## config.mk

```make
export PLATFORM = sky130hd
export DESIGN_NAME = chess_board_renderer_flat
export DESIGN_NICKNAME = d
export VERILOG_FILES = /design/src/rtl/chess_board_renderer_pkg.sv /design/src/rtl/chess_board_renderer_if.sv /design/src/rtl/chess_board_renderer_glyph_rom.sv /design/src/rtl/chess_board_renderer.sv /design/src/flat_wrapper.sv
export SDC_FILE = /design/constraint.sdc
export NUM_CORES = 1
export LEC_CHECK = 0
export CORE_ASPECT_RATIO = 0.9
export CORE_MARGIN = 8
export CORE_UTILIZATION = 40
export CTS_CLUSTER_DIAMETER = 200
export DETAILED_ROUTE_END_ITERATION = 10
export PLACE_DENSITY = 0.74
export SYNTH_ARGS = -nofsm -noshare
export SYNTH_HDL_FRONTEND = slang
export SYNTH_HIERARCHICAL = 1
export SYNTH_SLANG_ARGS = --single-unit
export TNS_END_PERCENT = 10
```

## constraint.sdc

```tcl
create_clock -name clock -period 9 [get_ports clock]
set_input_delay 1.35 -clock clock [delete_from_list [all_inputs] [get_ports clock]]
set_output_delay 1.35 -clock clock [all_outputs]
set_load 0.05 [all_outputs]
```

## src/rtl/chess_board_renderer_pkg.sv

```systemverilog
// Shared constants and types for the chess board renderer: board geometry,
// square-byte field positions, palette and FSM state encoding.
package chess_board_renderer_pkg;

  localparam int CHESS_SQUARES = 64;
  localparam int SQUARE_WIDTH  = 8;
  localparam int MATRIX_WIDTH  = CHESS_SQUARES * SQUARE_WIDTH;
  localparam int SQUARE_PIXELS = 30;
  localparam int BOARD_PIXELS  = 8 * SQUARE_PIXELS;
  localparam int LCD_WIDTH     = 240;
  localparam int LCD_HEIGHT    = 320;
  localparam int GLYPH_OFFSET  = 7;
  localparam int GLYPH_SIZE    = 16;
  localparam int RING_WIDTH    = 2;

  typedef enum logic [2:0] {
    EMPTY   = 3'd0,
    PAWN    = 3'd1,
    KNIGHT  = 3'd2,
    ROOK    = 3'd3,
    BISHOP  = 3'd4,
    QUEEN   = 3'd5,
    KING    = 3'd6,
    INVALID = 3'd7
  } chessman_t;

  localparam int OWNER_BIT   = 3;
  localparam int CURSOR_BIT  = 4;
  localparam int LOCK_BIT    = 5;
  localparam int LOCKCUR_BIT = 6;

  localparam logic [15:0] COLOUR_WHITE   = 16'hFFFF;
  localparam logic [15:0] COLOUR_BLACK   = 16'h0000;
  localparam logic [15:0] COLOUR_LOCKCUR = 16'hF800;
  localparam logic [15:0] COLOUR_LOCK    = 16'h07E0;
  localparam logic [15:0] COLOUR_CURSOR  = 16'h001F;
  localparam logic [15:0] COLOUR_LIGHT   = 16'hEF5D;
  localparam logic [15:0] COLOUR_DARK    = 16'h8A22;

  typedef enum logic [1:0] {IDLE, SNAP, DRAW, DONE} state_t;

endpackage

```

## src/rtl/chess_board_renderer_if.sv

```systemverilog
// LT24 pixel-write channel: the renderer offers a pixel, the LCD accepts it.
interface chess_board_renderer_if;
  logic        pixelWrite;
  logic [15:0] pixelData;
  logic [7:0]  xAddr;
  logic [8:0]  yAddr;
  logic        pixelReady;

  modport master (output pixelWrite, pixelData, xAddr, yAddr, input pixelReady);
  modport slave  (input pixelWrite, pixelData, xAddr, yAddr, output pixelReady);
endinterface

```

## src/rtl/chess_board_renderer_glyph_rom.sv

```systemverilog
// 16x16 monochrome piece glyphs; row gy is a 16-bit word, leftmost pixel in bit 15.
module chess_glyph_rom
  import chess_board_renderer_pkg::*;
(
  input  logic [2:0] chessman,
  input  logic [3:0] gy,
  input  logic [3:0] gx,
  output logic       glyph_bit
);

  logic [0:15][15:0] glyph;

  always_comb begin
    case (chessman)
      PAWN:    glyph = {16'h0000, 16'h0000, 16'h0000, 16'h0180, 16'h03C0, 16'h03C0, 16'h0180, 16'h03C0,
                        16'h07E0, 16'h03C0, 16'h03C0, 16'h07E0, 16'h0FF0, 16'h1FF8, 16'h7FFE, 16'h0000};
      KNIGHT:  glyph = {16'h0000, 16'h0000, 16'h0300, 16'h07C0, 16'h0FE0, 16'h1FF0, 16'h3EF0, 16'h3CF0,
                        16'h01F0, 16'h03F0, 16'h07E0, 16'h07E0, 16'h0FF0, 16'h1FF8, 16'h7FFE, 16'h0000};
      ROOK:    glyph = {16'h0000, 16'h0000, 16'h1998, 16'h1998, 16'h1FF8, 16'h0FF0, 16'h07E0, 16'h07E0,
                        16'h07E0, 16'h07E0, 16'h07E0, 16'h0FF0, 16'h1FF8, 16'h3FFC, 16'h7FFE, 16'h0000};
      BISHOP:  glyph = {16'h0000, 16'h0180, 16'h03C0, 16'h0660, 16'h0E70, 16'h0FF0, 16'h0FF0, 16'h07E0,
                        16'h03C0, 16'h03C0, 16'h07E0, 16'h0FF0, 16'h1FF8, 16'h3FFC, 16'h7FFE, 16'h0000};
      QUEEN:   glyph = {16'h0000, 16'h1248, 16'h1248, 16'h1FF8, 16'h1FF8, 16'h0FF0, 16'h0FF0, 16'h07E0,
                        16'h07E0, 16'h07E0, 16'h07E0, 16'h0FF0, 16'h1FF8, 16'h3FFC, 16'h7FFE, 16'h0000};
      KING:    glyph = {16'h0000, 16'h0180, 16'h07E0, 16'h0180, 16'h0180, 16'h1DB8, 16'h3FFC, 16'h3FFC,
                        16'h1FF8, 16'h0FF0, 16'h07E0, 16'h07E0, 16'h0FF0, 16'h1FF8, 16'h7FFE, 16'h0000};
      default: glyph = '0;
    endcase
  end

  assign glyph_bit = glyph[gy][4'd15 - gx];

endmodule

```

## src/rtl/chess_board_renderer.sv

```systemverilog
// Snapshots the board Layout on refresh and streams one 240x320 RGB565 frame
// over a valid/ready pixel channel, drawing squares, glyphs and highlights.
module chess_board_renderer
  import chess_board_renderer_pkg::*;
(
  input  logic                    clock,
  input  logic                    resetApp,
  input  logic [MATRIX_WIDTH-1:0] Layout,
  input  logic                    refresh,
  chess_board_renderer_if.master  lcd,
  output logic                    frameBusy,
  output logic                    frameDone
);

  localparam logic [4:0] SQ_LAST = 5'(SQUARE_PIXELS - 1);
  localparam logic [7:0] X_LAST  = 8'(LCD_WIDTH - 1);
  localparam logic [8:0] Y_LAST  = 9'(LCD_HEIGHT - 1);
  localparam logic [8:0] Y_BOARD = 9'(BOARD_PIXELS);
  localparam logic [4:0] G_LO    = 5'(GLYPH_OFFSET);
  localparam logic [4:0] G_HI    = 5'(GLYPH_OFFSET + GLYPH_SIZE - 1);
  localparam logic [4:0] RING_LO = 5'(RING_WIDTH);
  localparam logic [4:0] RING_HI = 5'(SQUARE_PIXELS - RING_WIDTH);

  state_t                  state, state_next;
  logic                    pending, load, accept, last;
  logic [MATRIX_WIDTH-1:0] snapshot, board;
  logic [7:0]              x, x_n;
  logic [8:0]              y, y_n;
  logic [4:0]              px, py, px_n, py_n;
  logic [2:0]              col, row, col_n, row_n;
  logic [6:0]              sq;
  logic                    in_glyph, ring, glyph_bit;
  logic [15:0]             data_n;

  // NOTE: sequential state uses non-blocking assignments and the async reset
  // sits in the sensitivity list, so outputs clear without waiting for a clock.
  always_ff @(posedge clock or negedge resetApp) begin
    if (!resetApp) state <= IDLE;
    else           state <= state_next;
  end

  // NOTE: every combinational output gets a default first, so no path infers a latch.
  always_comb begin
    state_next = state;
    case (state)
      IDLE:    if (refresh || pending) state_next = SNAP;
      SNAP:    state_next = DRAW;
      DRAW:    if (last) state_next = DONE;
      DONE:    state_next = IDLE;
      default: state_next = IDLE;
    endcase
  end

  always_comb begin
    lcd.pixelWrite = (state == DRAW);
    frameBusy      = (state != IDLE);
    frameDone      = (state == DONE);
    load           = (state == SNAP);
    accept         = (state == DRAW) && lcd.pixelReady;
  end

  assign last = accept && (x == X_LAST) && (y == Y_LAST);

  // Requests arriving mid-frame collapse into a single follow-up frame.
  always_ff @(posedge clock or negedge resetApp) begin
    if (!resetApp)           pending <= 1'b0;
    else if (state == IDLE)  pending <= 1'b0;
    else if (refresh)        pending <= 1'b1;
  end

  // NOTE: the snapshot is an ordinary flop bank, so it takes the reset like any register.
  always_ff @(posedge clock or negedge resetApp) begin
    if (!resetApp) snapshot <= '0;
    else if (load) snapshot <= Layout;
  end

  // Raster walk with per-square sub-counters, so no divider is needed.
  always_comb begin
    x_n   = x + 8'd1;
    y_n   = y;
    px_n  = px + 5'd1;
    col_n = col;
    py_n  = py;
    row_n = row;
    if (load) begin
      x_n = '0; y_n = '0; px_n = '0; col_n = '0; py_n = '0; row_n = '0;
    end else begin
      if (px == SQ_LAST) begin
        px_n  = '0;
        col_n = col + 3'd1;
      end
      if (x == X_LAST) begin
        x_n   = '0;
        px_n  = '0;
        col_n = '0;
        y_n   = y + 9'd1;
        py_n  = py + 5'd1;
        if (py == SQ_LAST) begin
          py_n  = '0;
          row_n = row + 3'd1;
        end
        if (y == Y_LAST) begin
          y_n = '0; py_n = '0; row_n = '0;
        end
      end
    end
  end

  // During SNAP the snapshot is still loading, so pixel (0,0) reads Layout directly.
  assign board    = load ? Layout : snapshot;
  assign sq       = board[{row_n, col_n, 3'b000} +: 7];
  assign in_glyph = (px_n >= G_LO) && (px_n <= G_HI) && (py_n >= G_LO) && (py_n <= G_HI);
  assign ring     = (px_n < RING_LO) || (px_n >= RING_HI) || (py_n < RING_LO) || (py_n >= RING_HI);

  chess_glyph_rom u_rom (
    .chessman  (sq[2:0]),
    .gy        (py_n[3:0] - G_LO[3:0]),
    .gx        (px_n[3:0] - G_LO[3:0]),
    .glyph_bit (glyph_bit)
  );

  always_comb begin
    if (y_n >= Y_BOARD)               data_n = COLOUR_BLACK;
    else if (in_glyph && glyph_bit)   data_n = sq[OWNER_BIT] ? COLOUR_WHITE : COLOUR_BLACK;
    else if (ring && sq[LOCKCUR_BIT]) data_n = COLOUR_LOCKCUR;
    else if (ring && sq[LOCK_BIT])    data_n = COLOUR_LOCK;
    else if (ring && sq[CURSOR_BIT])  data_n = COLOUR_CURSOR;
    else if (row_n[0] ^ col_n[0])     data_n = COLOUR_DARK;
    else                              data_n = COLOUR_LIGHT;
  end

  always_ff @(posedge clock or negedge resetApp) begin
    if (!resetApp) begin
      x <= '0; y <= '0; px <= '0; py <= '0; col <= '0; row <= '0;
      lcd.pixelData <= '0;
    end else if (load || accept) begin
      x   <= x_n;   y   <= y_n;
      px  <= px_n;  py  <= py_n;
      col <= col_n; row <= row_n;
      lcd.pixelData <= data_n;
    end
  end

  assign lcd.xAddr = x;
  assign lcd.yAddr = y;

endmodule
```

## src/flat_wrapper.sv

```systemverilog
// flat-port wrapper written by rule: the top's interface ports become plain ports
module chess_board_renderer_flat import chess_board_renderer_pkg::*;
  (clock, resetApp, Layout, refresh, frameBusy, frameDone, lcd_pixelWrite, lcd_pixelData, lcd_xAddr, lcd_yAddr, lcd_pixelReady);
  chess_board_renderer_if lcd_i ();
  input  logic clock;
  input  logic resetApp;
  input  logic [MATRIX_WIDTH-1:0] Layout;
  input  logic refresh;
  output logic frameBusy;
  output logic frameDone;
  output wire logic [$bits(lcd_i.pixelWrite)-1:0] lcd_pixelWrite;
  output wire logic [$bits(lcd_i.pixelData)-1:0] lcd_pixelData;
  output wire logic [$bits(lcd_i.xAddr)-1:0] lcd_xAddr;
  output wire logic [$bits(lcd_i.yAddr)-1:0] lcd_yAddr;
  input wire logic [$bits(lcd_i.pixelReady)-1:0] lcd_pixelReady;
  assign lcd_pixelWrite = lcd_i.pixelWrite;
  assign lcd_pixelData = lcd_i.pixelData;
  assign lcd_xAddr = lcd_i.xAddr;
  assign lcd_yAddr = lcd_i.yAddr;
  assign lcd_i.pixelReady = lcd_pixelReady;
  chess_board_renderer u_core (.clock(clock), .resetApp(resetApp), .Layout(Layout), .refresh(refresh), .lcd(lcd_i), .frameBusy(frameBusy), .frameDone(frameDone));
endmodule
```

==> results.py <==
metrics = {
    "pwr": {
        "power_mw": 10.7,
        "leakage_nw": 13.3,
        "power_density_nw_per_um2": 323,
        "peakVddDrop_uv": 215,
    },
    "routing": {
        "vias": 20000,
        "post-route-drc-count": 0,
        "wl_per_cell_um": 24.6,
        "ant_nets": 0,
        "totalWireLength_um": 87600,
        "firstDrtPassIters": 7,
        "drtIter0Drc": 1562,
        "vias_per_cell": 5.64,
    },
    "floorplan": {
        "row_count": 88,
        "core_um2": 63800,
        "ios": 552,
        "die_w_um": 283,
        "fp.dieArea_um2": 72500,
        "die_y_um": 256,
        "start_util_pct": 40.2,
    },
    "timing": {
        "fin_worst_skew_ps": 30.5,
        "finalSetupTns_ps": 0,
        "rsz0062_at_grt": "no",
        "timing.final.ws_setup_ps": 1700,
        "tightest_slew_ps": 1210,
        "finalMaxSlewViolations": 0,
        "finalSetupViolations": 0,
        "hold_viol_final": 0,
        "fmax_ghz": 0.137,
        "maxSlewHeadroom_pct": 19.2,
        "period_share_pct": 81.1,
        "layout_min_cycle_time_ps": 7300,
    },
    "clock_network": {
        "post_cts_resized": 0,
        "cts_tree": "done",
        "cts_setup_buffers": 0,
        "clkLatencyLatePin_ps": 620,
        "htreeDepth": 2,
        "clockBufferDepth": 3,
        "holdBufCountCts": 0,
        "path_clk_slew_ps": 60,
        "numCtsBuffers": 55,
        "clockRootBuffer": "clkbuf_16",
        "clock-sinks": 493,
    },
    "finish": {
        "layout.nets": 3142,
        "area_delta_synth_final_pct": 29.4,
        "drive_gt1_share_pct": 24.2,
    },
    "yosys": {
        "synth_cells": 2209,
        "yosysTopAreaCellShare_pct": 48.1,
        "ys_ff_latch": 493,
        "ys.warnings.count": 6,
        "synth_fp_nets": 2741,
        "yosysTopAreaCell": "dfrtp_1",
        "synthTopCellsByArea": "dfrtp_1 (48%), mux2_2 (20%), mux2i_1 (5.6%)",
        "yosysSeqAreaShare_pct": 48.1,
        "synthesis.area_um2": 25700,
        "yosysUniqueCellTypes": 105,
        "synth-edff-count": 0,
        "async_flop_share_pct": 100,
        "synth_area_per_cell_um2": 11.6,
        "ys.flop_type": "dfrtp_1",
    },
    "min_path": {
        "hold_depth": 2,
        "worstHoldPathType": "reg2reg",
        "hp-start": "u_core/snapshot[179]$_DFF_PN0_",
    },
    "setup_path": {
        "reg2reg_depth": 26,
        "cp_slowest_cell": "o31ai_4",
        "cp.depth": 26,
        "worstSetupEndpointType": "flop",
        "r2r_start": "u_core/state[1]$_DFFE_PN0P_",
        "path_delay_family": "compound AO/OA/AOI/OAI gates",
        "crit_path_start": "u_core/state[1]$_DFFE_PN0P_",
        "arrival_ps": 7840,
        "path_class": "reg2reg",
        "startpoint_type": "flop",
        "critPathMaxStageDelay_ps": 690,
        "worstPathRequired_ps": 9550,
        "worst-path-buf-inv": 6,
        "worst-path-max-fanout": 41,
    },
    "outcome": {
        "run_status": "finished, final reports clean",
    },
    "global_route": {
        "first_global_vias": 21300,
        "grt_pass1_wl_um": 131000,
        "grt_util_all_layers_pct": 23.1,
        "antenna_found_initial": 50,
        "grt_max_degree": 182,
        "grt_overflow_total": 0,
    },
    "placed_design": {
        "hpwl_um": 62000,
        "numPortBuffers": 487,
        "post-place-ws_ps": 1760,
        "globalplace.congestion": 0.888,
    },
    "job": {
        "cap_violations": 0,
    },
}
cell type report:
cell class	instances	area, µm²
Antenna cell	44	110
Clock buffer	78	1610
Clock inverter	25	389
Fill cell	5495	30600
Inverter	30	113
Multi-Input combinational cell	1509	12400
Sequential cell	493	12300
Tap cell	855	1070
Timing Repair Buffer	521	5180
stage by stage:
stage / instance area [µm²] / hold slack, ps / std cells / util, %
2_1_floorplan: 25700 / 436 / 2209 / -
3_3_place_gp: 31100 / 460 / 3408 / 48.7
3_5_place_dp: 31100 / 461 / 3408 / 48.7
4_1_cts: 33100 / 482 / 3511 / 51.9
5_1_grt: 33200 / 490 / 3552 / 52.0
6_report: 33200 / 483 / 3555 / 52.1
state kept, by name, indices dropped and copies added (netlist names):
| name | cells |
|---|---|
| u_core/lcd.pixelData | 9 |
| u_core/snapshot | 448 |
| u_core/lcd.xAddr | 8 |
| u_core/px | 5 |
| u_core/row | 3 |
| u_core/col | 3 |
| u_core/py | 5 |
| u_core/lcd.yAddr | 9 |
| u_core/state | 2 |
| u_core/pending | 1 |
per-layer routing:
metal	wire (µm)	track usage, %
met5	99	0
met4	2690	10.5
met3	7140	7.15
met2	41900	36.4
met1	35700	28.9
cell usage in the layout, fill, tap and decap left out, types with 6 or more instances in the layout:
cell,netlist,layout
a211oi_1,12,12
or3_1,30,30
mux2_2,452,452
o211a_1,14,14
nand2b_1,20,19
and3_1,6,6
o211ai_1,61,61
clkbuf_16,0,55
nand3_1,35,35
a22oi_1,11,11
diode_2,0,44
or2_2,7,7
o21ai_0,63,62
a21oi_1,55,54
nor2_1,146,144
xnor2_1,6,6
nor4_1,15,15
o22ai_1,11,11
a31oi_1,8,8
mux2i_1,144,144
nand2_1,80,79
bufinv_16,0,9
clkbuf_1,34,8
inv_1,28,28
nor3_1,100,100
xor2_1,8,8
nand4_1,10,10
buf_4,19,30
o31ai_1,20,18
o2111ai_1,6,6
dfrtp_1,493,493
nor2b_1,10,10
clkbuf_8,0,15
o21ai_1,15,16
clkinv_2,0,9
a311oi_1,6,6
clkdlybuf4s50_1,0,486
ha_1,16,15
synthesized netlist by cell type, types with 16 or more instances:
library cell / count
dfrtp_1: 493
mux2_2: 452
nor2_1: 146
mux2i_1: 144
buf_2: 106
nor3_1: 100
nand2_1: 80
o21ai_0: 63
o211ai_1: 61
a21oi_1: 55
nand3_1: 35
clkbuf_1: 34
or3_1: 30
inv_1: 28
nand2b_1: 20
o31ai_1: 20
buf_4: 19
ha_1: 16
report_power, final:
group | switching (mW) | internal (mW) | leakage, nW
clock network | 0.978 | 1.51 | 0.991
registers | 0.359 | 3.30 | 5.87
logic | 2.38 | 2.20 | 6.48
total | 3.72 | 7.00 | 13.3
cell families (layout without fill, tap and decap cells):
logic type | count (synthesis) | in the layout | synth area share (%)
buffers and inverters | 207 | 654 | 4.12
other | 0 | 44 | 0
DFF | 493 | 493 | 48.1
and+or+nand+nor | 497 | 497 | 9.71
adders and majority gates | 16 | 16 | 0.780
AOI/OAI and AO/OA | 378 | 378 | 10.8
muxes | 602 | 602 | 25.8
xor gates and xnor gates | 16 | 16 | 0.693
final timing paths:
kind / end / slack, ps
max in group asynchronous: u_core/snapshot[409]$_DFF_PN0_ / 6010
worst min-delay path: u_core/snapshot[179]$_DFF_PN0_ / 480
worst max register to register: u_core/lcd.pixelData[4]$_DFFE_PN0P_ / 1700
worst max-delay path: u_core/lcd.pixelData[4]$_DFFE_PN0P_ / 1700
worst min register to register: u_core/snapshot[179]$_DFF_PN0_ / 480
min in group asynchronous: u_core/snapshot[61]$_DFF_PN0_ / 690
worst reg2reg max path, cell delays in order (launching register included):
cell and delay [ps]:
dfrtp_1 390, inv_1 130, ha_4 580, inv_1 460, o211ai_1 310, o41ai_4 130
buf_4 240, nor2_4 640, buf_4 340, mux2i_1 100, or2_2 270, o211ai_1 100
o211a_1 180, nor3_1 80, o31ai_4 690, buf_4 330, nand2b_1 230, o21ai_1 90
a21oi_1 150, a311oi_1 80, a2111oi_2 430, a221oi_2 100, a31o_1 220, o2111ai_1 210
inv_1 190, a211oi_4 340, a32o_1 210
Note: power is estimated with default switching activity, not from simulation.
